File: src/rtl/game_pkg.sv
// Shared constants, types and helpers for the monster-defence game director.
// Directions, FSM states and the spawn-direction LFSR definition live here.
package game_pkg;

    localparam int MONSTERS = 12;

    localparam logic [1:0] DIR_UP    = 2'b00;
    localparam logic [1:0] DIR_DOWN  = 2'b01;
    localparam logic [1:0] DIR_LEFT  = 2'b10;
    localparam logic [1:0] DIR_RIGHT = 2'b11;

    typedef enum logic [1:0] {
        ST_IDLE = 2'd0,
        ST_RUN  = 2'd1,
        ST_OVER = 2'd2
    } state_e;

    // Fibonacci LFSR x^16+x^14+x^13+x^11+1: feedback from bits 15,13,12,10.
    localparam logic [15:0] LFSR_SEED = 16'hACE1;
    localparam logic [15:0] LFSR_TAPS = 16'hB400;

    function automatic logic [15:0] lfsr_next(input logic [15:0] s);
        return {s[14:0], ^(s & LFSR_TAPS)};
    endfunction

    // A monster approaching from a side is repelled by striking back toward it.
    function automatic logic [1:0] required_attack(input logic [1:0] dir);
        logic [1:0] req;
        unique case (dir)
            DIR_UP:   req = DIR_DOWN;
            DIR_DOWN: req = DIR_UP;
            DIR_LEFT: req = DIR_RIGHT;
            default:  req = DIR_LEFT;
        endcase
        return req;
    endfunction

endpackage

File: src/rtl/game_director_rr_slot_picker.sv
// Round-robin free-slot finder: first set bit of free_i at or after pointer_i,
// wrapping past slot N-1 back to slot 0.
module rr_slot_picker #(
    parameter int N = 12
) (
    input  logic [N-1:0] free_i,
    input  logic [3:0]   pointer_i,
    output logic         found_o,
    output logic [3:0]   index_o
);

    always_comb begin
        found_o = 1'b0;
        index_o = 4'd0;
        for (int k = 0; k < N; k++) begin
            if (!found_o && free_i[(k + int'(pointer_i)) % N]) begin
                found_o = 1'b1;
                index_o = 4'((k + int'(pointer_i)) % N);
            end
        end
    end

endmodule

File: src/rtl/game_director.sv
// Game director: paces monster movement, spawns monsters round-robin and
// resolves hero attacks against monsters that have reached the hero.
module game_director #(
    parameter int MONSTERS    = game_pkg::MONSTERS,
    parameter int MOVE_DIV    = 25_000_000,
    parameter int SPAWN_EVERY = 2
) (
    input  logic                  clk_game,
    input  logic                  rst,
    input  logic                  power,
    input  logic                  attack_valid,
    input  logic [1:0]            attack_dir,
    input  logic [MONSTERS-1:0]   arrive,
    input  logic [2*MONSTERS-1:0] slot_dir,
    output logic                  move_tick,
    output logic                  spawn_valid,
    output logic [3:0]            spawn_slot,
    output logic [1:0]            spawn_dir,
    output logic [MONSTERS-1:0]   kill,
    output logic [MONSTERS-1:0]   alive,
    output logic                  running,
    output logic                  game_over,
    output logic [15:0]           score
);
    import game_pkg::*;

    localparam int DIV_W = (MOVE_DIV > 1) ? $clog2(MOVE_DIV) : 1;
    localparam int CNT_W = $clog2(SPAWN_EVERY + 1);
    localparam logic [DIV_W-1:0] DIV_MAX = DIV_W'(MOVE_DIV - 1);
    localparam logic [CNT_W-1:0] CNT_MAX = CNT_W'(SPAWN_EVERY);

    state_e               state_q, state_d;
    logic [DIV_W-1:0]     div_q, div_d;
    logic [15:0]          lfsr_q, lfsr_d;
    logic [CNT_W-1:0]     cnt_q, cnt_d;
    logic [3:0]           ptr_q, ptr_d;
    logic [MONSTERS-1:0]  alive_q, alive_d;
    logic [15:0]          score_q, score_d;
    logic [1:0]           latch_q, latch_d;
    logic                 pend_q, pend_d;

    logic                 tick_raw, tick, miss, do_spawn, found;
    logic [MONSTERS-1:0]  due, hit, kill_vec, spawn_mask;
    logic [CNT_W-1:0]     cnt_inc;
    logic [3:0]           pick_idx, ptr_wrap;
    logic [4:0]           kill_cnt;
    logic [16:0]          score_sum;
    logic [15:0]          score_sat;

    // Search uses pre-tick occupancy so a slot freed by a kill stays empty this tick.
    rr_slot_picker #(.N(MONSTERS)) u_picker (
        .free_i    (~alive_q),
        .pointer_i (ptr_q),
        .found_o   (found),
        .index_o   (pick_idx)
    );

    always_comb begin
        tick_raw = (state_q == ST_RUN) && (div_q == DIV_MAX);
        // A power press in the same cycle wins: the tick resolves nothing.
        tick     = tick_raw && !power;
        due      = alive_q & arrive & {MONSTERS{tick}};
        hit      = '0;
        for (int i = 0; i < MONSTERS; i++) begin
            hit[i] = pend_q && (latch_q == required_attack(slot_dir[2*i +: 2]));
        end
        kill_vec = due & hit;
        miss     = |(due & ~hit);
        cnt_inc  = (cnt_q == CNT_MAX) ? cnt_q : cnt_q + CNT_W'(1);
        do_spawn = tick && !miss && found && (cnt_inc == CNT_MAX);
        spawn_mask = '0;
        for (int i = 0; i < MONSTERS; i++) begin
            spawn_mask[i] = do_spawn && (pick_idx == 4'(i));
        end
        kill_cnt = '0;
        for (int i = 0; i < MONSTERS; i++) begin
            kill_cnt = kill_cnt + {4'd0, kill_vec[i]};
        end
        score_sum = {1'b0, score_q} + {12'd0, kill_cnt};
        score_sat = score_sum[16] ? 16'hFFFF : score_sum[15:0];
        ptr_wrap  = (pick_idx == 4'(MONSTERS - 1)) ? 4'd0 : pick_idx + 4'd1;
    end

    always_comb begin
        state_d = state_q;
        div_d   = '0;
        lfsr_d  = lfsr_q;
        cnt_d   = cnt_q;
        ptr_d   = ptr_q;
        alive_d = alive_q;
        score_d = score_q;
        latch_d = latch_q;
        pend_d  = pend_q;
        unique case (state_q)
            ST_IDLE: begin
                if (power) begin
                    state_d = ST_RUN;
                    alive_d = '0;
                    score_d = '0;
                    cnt_d   = '0;
                    ptr_d   = '0;
                    latch_d = '0;
                    pend_d  = 1'b0;
                end
            end
            ST_RUN: begin
                lfsr_d = lfsr_next(lfsr_q);
                if (power) begin
                    state_d = ST_IDLE;
                end else if (miss) begin
                    state_d = ST_OVER;
                end else begin
                    div_d = tick_raw ? '0 : div_q + DIV_W'(1);
                    if (tick) begin
                        pend_d  = 1'b0;
                        alive_d = (alive_q & ~kill_vec) | spawn_mask;
                        score_d = score_sat;
                        cnt_d   = do_spawn ? '0 : cnt_inc;
                        if (do_spawn) ptr_d = ptr_wrap;
                    end
                    if (attack_valid) begin
                        latch_d = attack_dir;
                        pend_d  = 1'b1;
                    end
                end
            end
            ST_OVER: begin
                if (power) state_d = ST_IDLE;
            end
            default: state_d = ST_IDLE;
        endcase
    end

    always_ff @(posedge clk_game or posedge rst) begin
        if (rst) begin
            state_q <= ST_IDLE;
            div_q   <= '0;
            lfsr_q  <= LFSR_SEED;
            cnt_q   <= '0;
            ptr_q   <= '0;
            alive_q <= '0;
            score_q <= '0;
            latch_q <= '0;
            pend_q  <= 1'b0;
        end else begin
            state_q <= state_d;
            div_q   <= div_d;
            lfsr_q  <= lfsr_d;
            cnt_q   <= cnt_d;
            ptr_q   <= ptr_d;
            alive_q <= alive_d;
            score_q <= score_d;
            latch_q <= latch_d;
            pend_q  <= pend_d;
        end
    end

    // move_tick, spawn_valid and kill are single-cycle strobes; nothing back-pressures them.
    assign move_tick   = tick_raw;
    assign spawn_valid = do_spawn;
    assign spawn_slot  = do_spawn ? pick_idx : 4'd0;
    assign spawn_dir   = do_spawn ? lfsr_q[1:0] : 2'b00;
    assign kill        = kill_vec & {MONSTERS{~miss}};
    assign alive       = alive_q;
    assign running     = (state_q == ST_RUN);
    assign game_over   = (state_q == ST_OVER);
    assign score       = score_q;

endmodule
File: config.mk
export PLATFORM = sky130hd
export DESIGN_NAME = game_director
export DESIGN_NICKNAME = d
export VERILOG_FILES = /design/src/rtl/game_pkg.sv /design/src/rtl/game_director_rr_slot_picker.sv /design/src/rtl/game_director.sv
export SDC_FILE = /design/constraint.sdc
export NUM_CORES = 1
export LEC_CHECK = 0
export BUFFER_PORTS_ARGS = -buffer_cell sky130_fd_sc_hd__buf_4
export CAP_MARGIN = 20
export CELL_PAD_IN_SITES_DETAIL_PLACEMENT = 1
export CELL_PAD_IN_SITES_GLOBAL_PLACEMENT = 2
export CORE_ASPECT_RATIO = 1.25
export CORE_MARGIN = 4
export CORE_UTILIZATION = 32
export DETAILED_ROUTE_END_ITERATION = 16
export GPL_TIMING_DRIVEN = 0
export PLACE_DENSITY_LB_ADDON = 0.2
export SYNTH_ARGS = -nofsm -noshare
export SYNTH_HDL_FRONTEND = slang
export SYNTH_HIERARCHICAL = 1
export SYNTH_SLANG_ARGS = --single-unit
File: constraint.sdc
create_clock -name clk_game -period 5.42 [get_ports clk_game]
set_input_delay 0.542 -clock clk_game [delete_from_list [all_inputs] [get_ports clk_game]]
set_output_delay 0.542 -clock clk_game [all_outputs]
set_load 0.01 [all_outputs]
==> impl_metrics.toml <==
[outcome]
status = "complete, but fails checks"
violations = "negative setup slack"

[pwr]
p_leak_nw = 4.46
finalPower_w = 0.00145
p_per_area_nw_per_um2 = 142
peakVddDrop_mv = 0.162

[timing]
hold_viol = 0
period_minus_slack_ns = 5.55
setup_ws_ns = -0.131
hold_slack_ns = 0.155
finalCritPeriodShare_pct = 102
fmax_mhz = 180
finalSetupViolations = 15
maxSlewViolCount = 0
slew_headroom_pct = 42.9
rsz0062_at_grt = "yes"
fin_skew_ns = 0.00957
worstMarginPinSlew_ns = 0.856

[die]
design.die.area_sq_um = 26100
die_height_um = 180
die_w_um = 145
core_sq_um = 23100
start_util_pct = 32.6
num_rows = 62
io_pins = 92

[synthesis]
dominantRegCellSynth = "dfrtp_1"
synth.most_common_cell = "nand2_1"
ys_seq_elements = 80
yosysSeqAreaShare_pct = 26.7
syn_area_per_cell_sq_um = 8.31
synth.top_cells.by_count = "nand2_1 (110), nor2_1 (74), dfrtp_1 (72)"
synth_cells = 907
synth_fp_nets = 1002
synth_top_area_share_pct = 23.9
post_synth_num_cell_types = 93
synthArstFlopShare_pct = 100
synth_warnings = 6
netlist_area_sq_um = 7540
synth_top_area_cell = "dfrtp_1"
synth_area_leaders = "dfrtp_1 (24%), ha_1 (7.5%), nand2_1 (5.5%), xnor2_1 (4.2%), nor2_1 (3.7%)"
synth_edf_count = 0

[place]
gp_congestion = 0.835
hpwl_um = 21600
dp.cells = 1287
dpl_cell_area_sq_um = 8640
port_buffers = 91

[setup_path]
crit_chain = "nor4b_4, and4_4, nand4_1, clkbuf_8, or3_4, fa_1, fa_1, fa_1, fa_1, fa_2, inv_2, fa_2, a21oi_4, o21ai_2, nand3_4, or3_4, a21oi_2, mux2_2"
endpoint_kind = "register"
start_kind = "register"
cpMostUsedCell = "fa_1"
slowest_stage = "fa_1"
crit_family = "adder cells"
slowest_delay_ns = 0.56
critPathRequiredTime_ns = 5.71
cp_max_fo = 8
worstPathArrival_ns = 5.84
crit_type = "register to register"
crit_buf_inv = 2

[cts]
clock-sinks = 80
cts_buffers = 9
cts_tree = "built"
ctsHoldBuffers = 0
clock_path_buffers = 2
root_buffer = "clkbuf_16"
cts.htree.levels = 3
clkTransAtPathRegs_ns = 0.06
clk_latency_ns = 0.35

[drt]
route.detailed.drc = 0
antenna_left = 0
routed_via_density = 5.48
avgRoutedWirePerCell_um = 20.9
vias = 7530
dr.pass1.iters = 4
wirelength_um = 28700
drt_iter0_markers = 225

[final_layout]
layout-area-overhead-vs-synth_pct = 35.9
multi_input_area_sq_um = 5740
postLayoutCoreUtil_pct = 44.3
fin_nets = 1176
fillers = 2736
antenna_cells = 0
layout-drive-gt1-share_pct = 34.1
final_cell_count_no_fill = 1374
seqCellArea_sq_um = 2020
finish.instance_area_sq_um = 10200

[run]
max-cap-violations = 0

[grt]
grt_max_degree = 60
grt_pass1_wl_um = 45100
grt_overflow = 0
grt_pass1_vias = 8102
grtUsageTotal_pct = 21.6
antenna_found_initial = 0

[worst_hold_path]
hold_class = "input pin to asynchronous set/reset pin"
power by group:
part | switching, W | total (W) | internal, W
clock | 0.000262 | 0.000584 | 0.000322
combinational | 0.000161 | 0.000248 | 0.0000871
sequential | 0.00000871 | 0.000617 | 0.000609
metrics by stage:
step / setup WS, ns / setup TNS, ns
after CTS: -0.132 / -1.21
after global placement: -1.18 / -30.02
after detailed placement: -1.27 / -32.39
final: -0.131 / -1.19
after global routing: -0.324 / -5.02
after floorplan: 0.00820 / 0
cell type report:
type	count	area share, %
Buffer	30	2.24
Clock buffer	11	2.37
Clock inverter	5	0.318
Inverter	69	2.59
Multi-Input combinational cell	719	56.0
Sequential cell	80	19.7
Tap cell	288	3.52
Timing Repair Buffer	172	13.2
worst register-to-register path, cell delays in order, from the launching register on:
cell and delay, ns:
dfrtp_1 0.42, nor4b_4 0.31, and4_4 0.26, nand4_1 0.14
clkbuf_8 0.19, or3_4 0.37, fa_1 0.56, fa_1 0.43
fa_1 0.52, fa_1 0.44, fa_2 0.38, inv_2 0.07
fa_2 0.23, a21oi_4 0.07, o21ai_2 0.19, nand3_4 0.12
or3_4 0.49, a21oi_2 0.15, mux2_2 0.15
what timing repair did:
action | 4_1_cts | 5_1_grt
pin swaps | 41 | 35
gates resized for setup | 124 | 56
buffers inserted | 64 | 18
endpoints found under the setup margin | 40 | 26
registers in the layout, indices dropped and copies added (netlist names):
name	flops
div_q	25
state_q	2
ptr_q	4
alive	12
score	16
latch_q	2
lfsr_q	16
pend_q	1
cnt_q	2
metal layers:
layer  global-route usage, %  share of wire, %  vias up
met1                    23.1                38     3803
met4                    6.61               2.6        0
met3                    2.70               2.6       34
met5                       0                 0        -
met2                    43.4                57       95
li1                        -                 -     3598
placed cells by master (no fill, tap or decap), types with 15 or more instances in the layout:
cell type	count
a31oi_1	15
inv_1	58
nand2_1	109
xnor2_1	31
xor2_1	26
dfrtp_1	66
buf_4	162
a21oi_1	24
o211ai_1	15
o21ai_0	19
nor2_1	68
ha_1	33
nand3_1	45
path summary, 6_finish.rpt:
path                                    start    endpoint  slack, ns  cells after the start
min in group clk_game           attack_dir[1]  latch_q[1]       0.44                      3
worst max-delay path                 div_q[8]    score[3]      -0.13                     18
worst max register to register       div_q[8]    score[3]      -0.13                     18
max in group asynchronous                 rst   lfsr_q[0]       4.64                      3
worst min register to register      lfsr_q[5]   lfsr_q[6]       0.46                      2
worst min-delay path                      rst   lfsr_q[3]       0.15                      2
logic make-up (layout without fill, tap and decap cells):
logic type,Yosys count,in the layout,synth area share (%)
AND/OR/NAND/NOR,377,377,25.9
AO/OA/AOI/OAI,195,195,18.0
buffers and inverters,108,287,6.09
flip-flops,80,80,26.7
XOR/XNOR,65,65,7.75
adder cells (fa/ha/maj),53,53,9.59
multiplexers,29,29,5.98
Note: power is estimated with default switching activity, not from simulation.
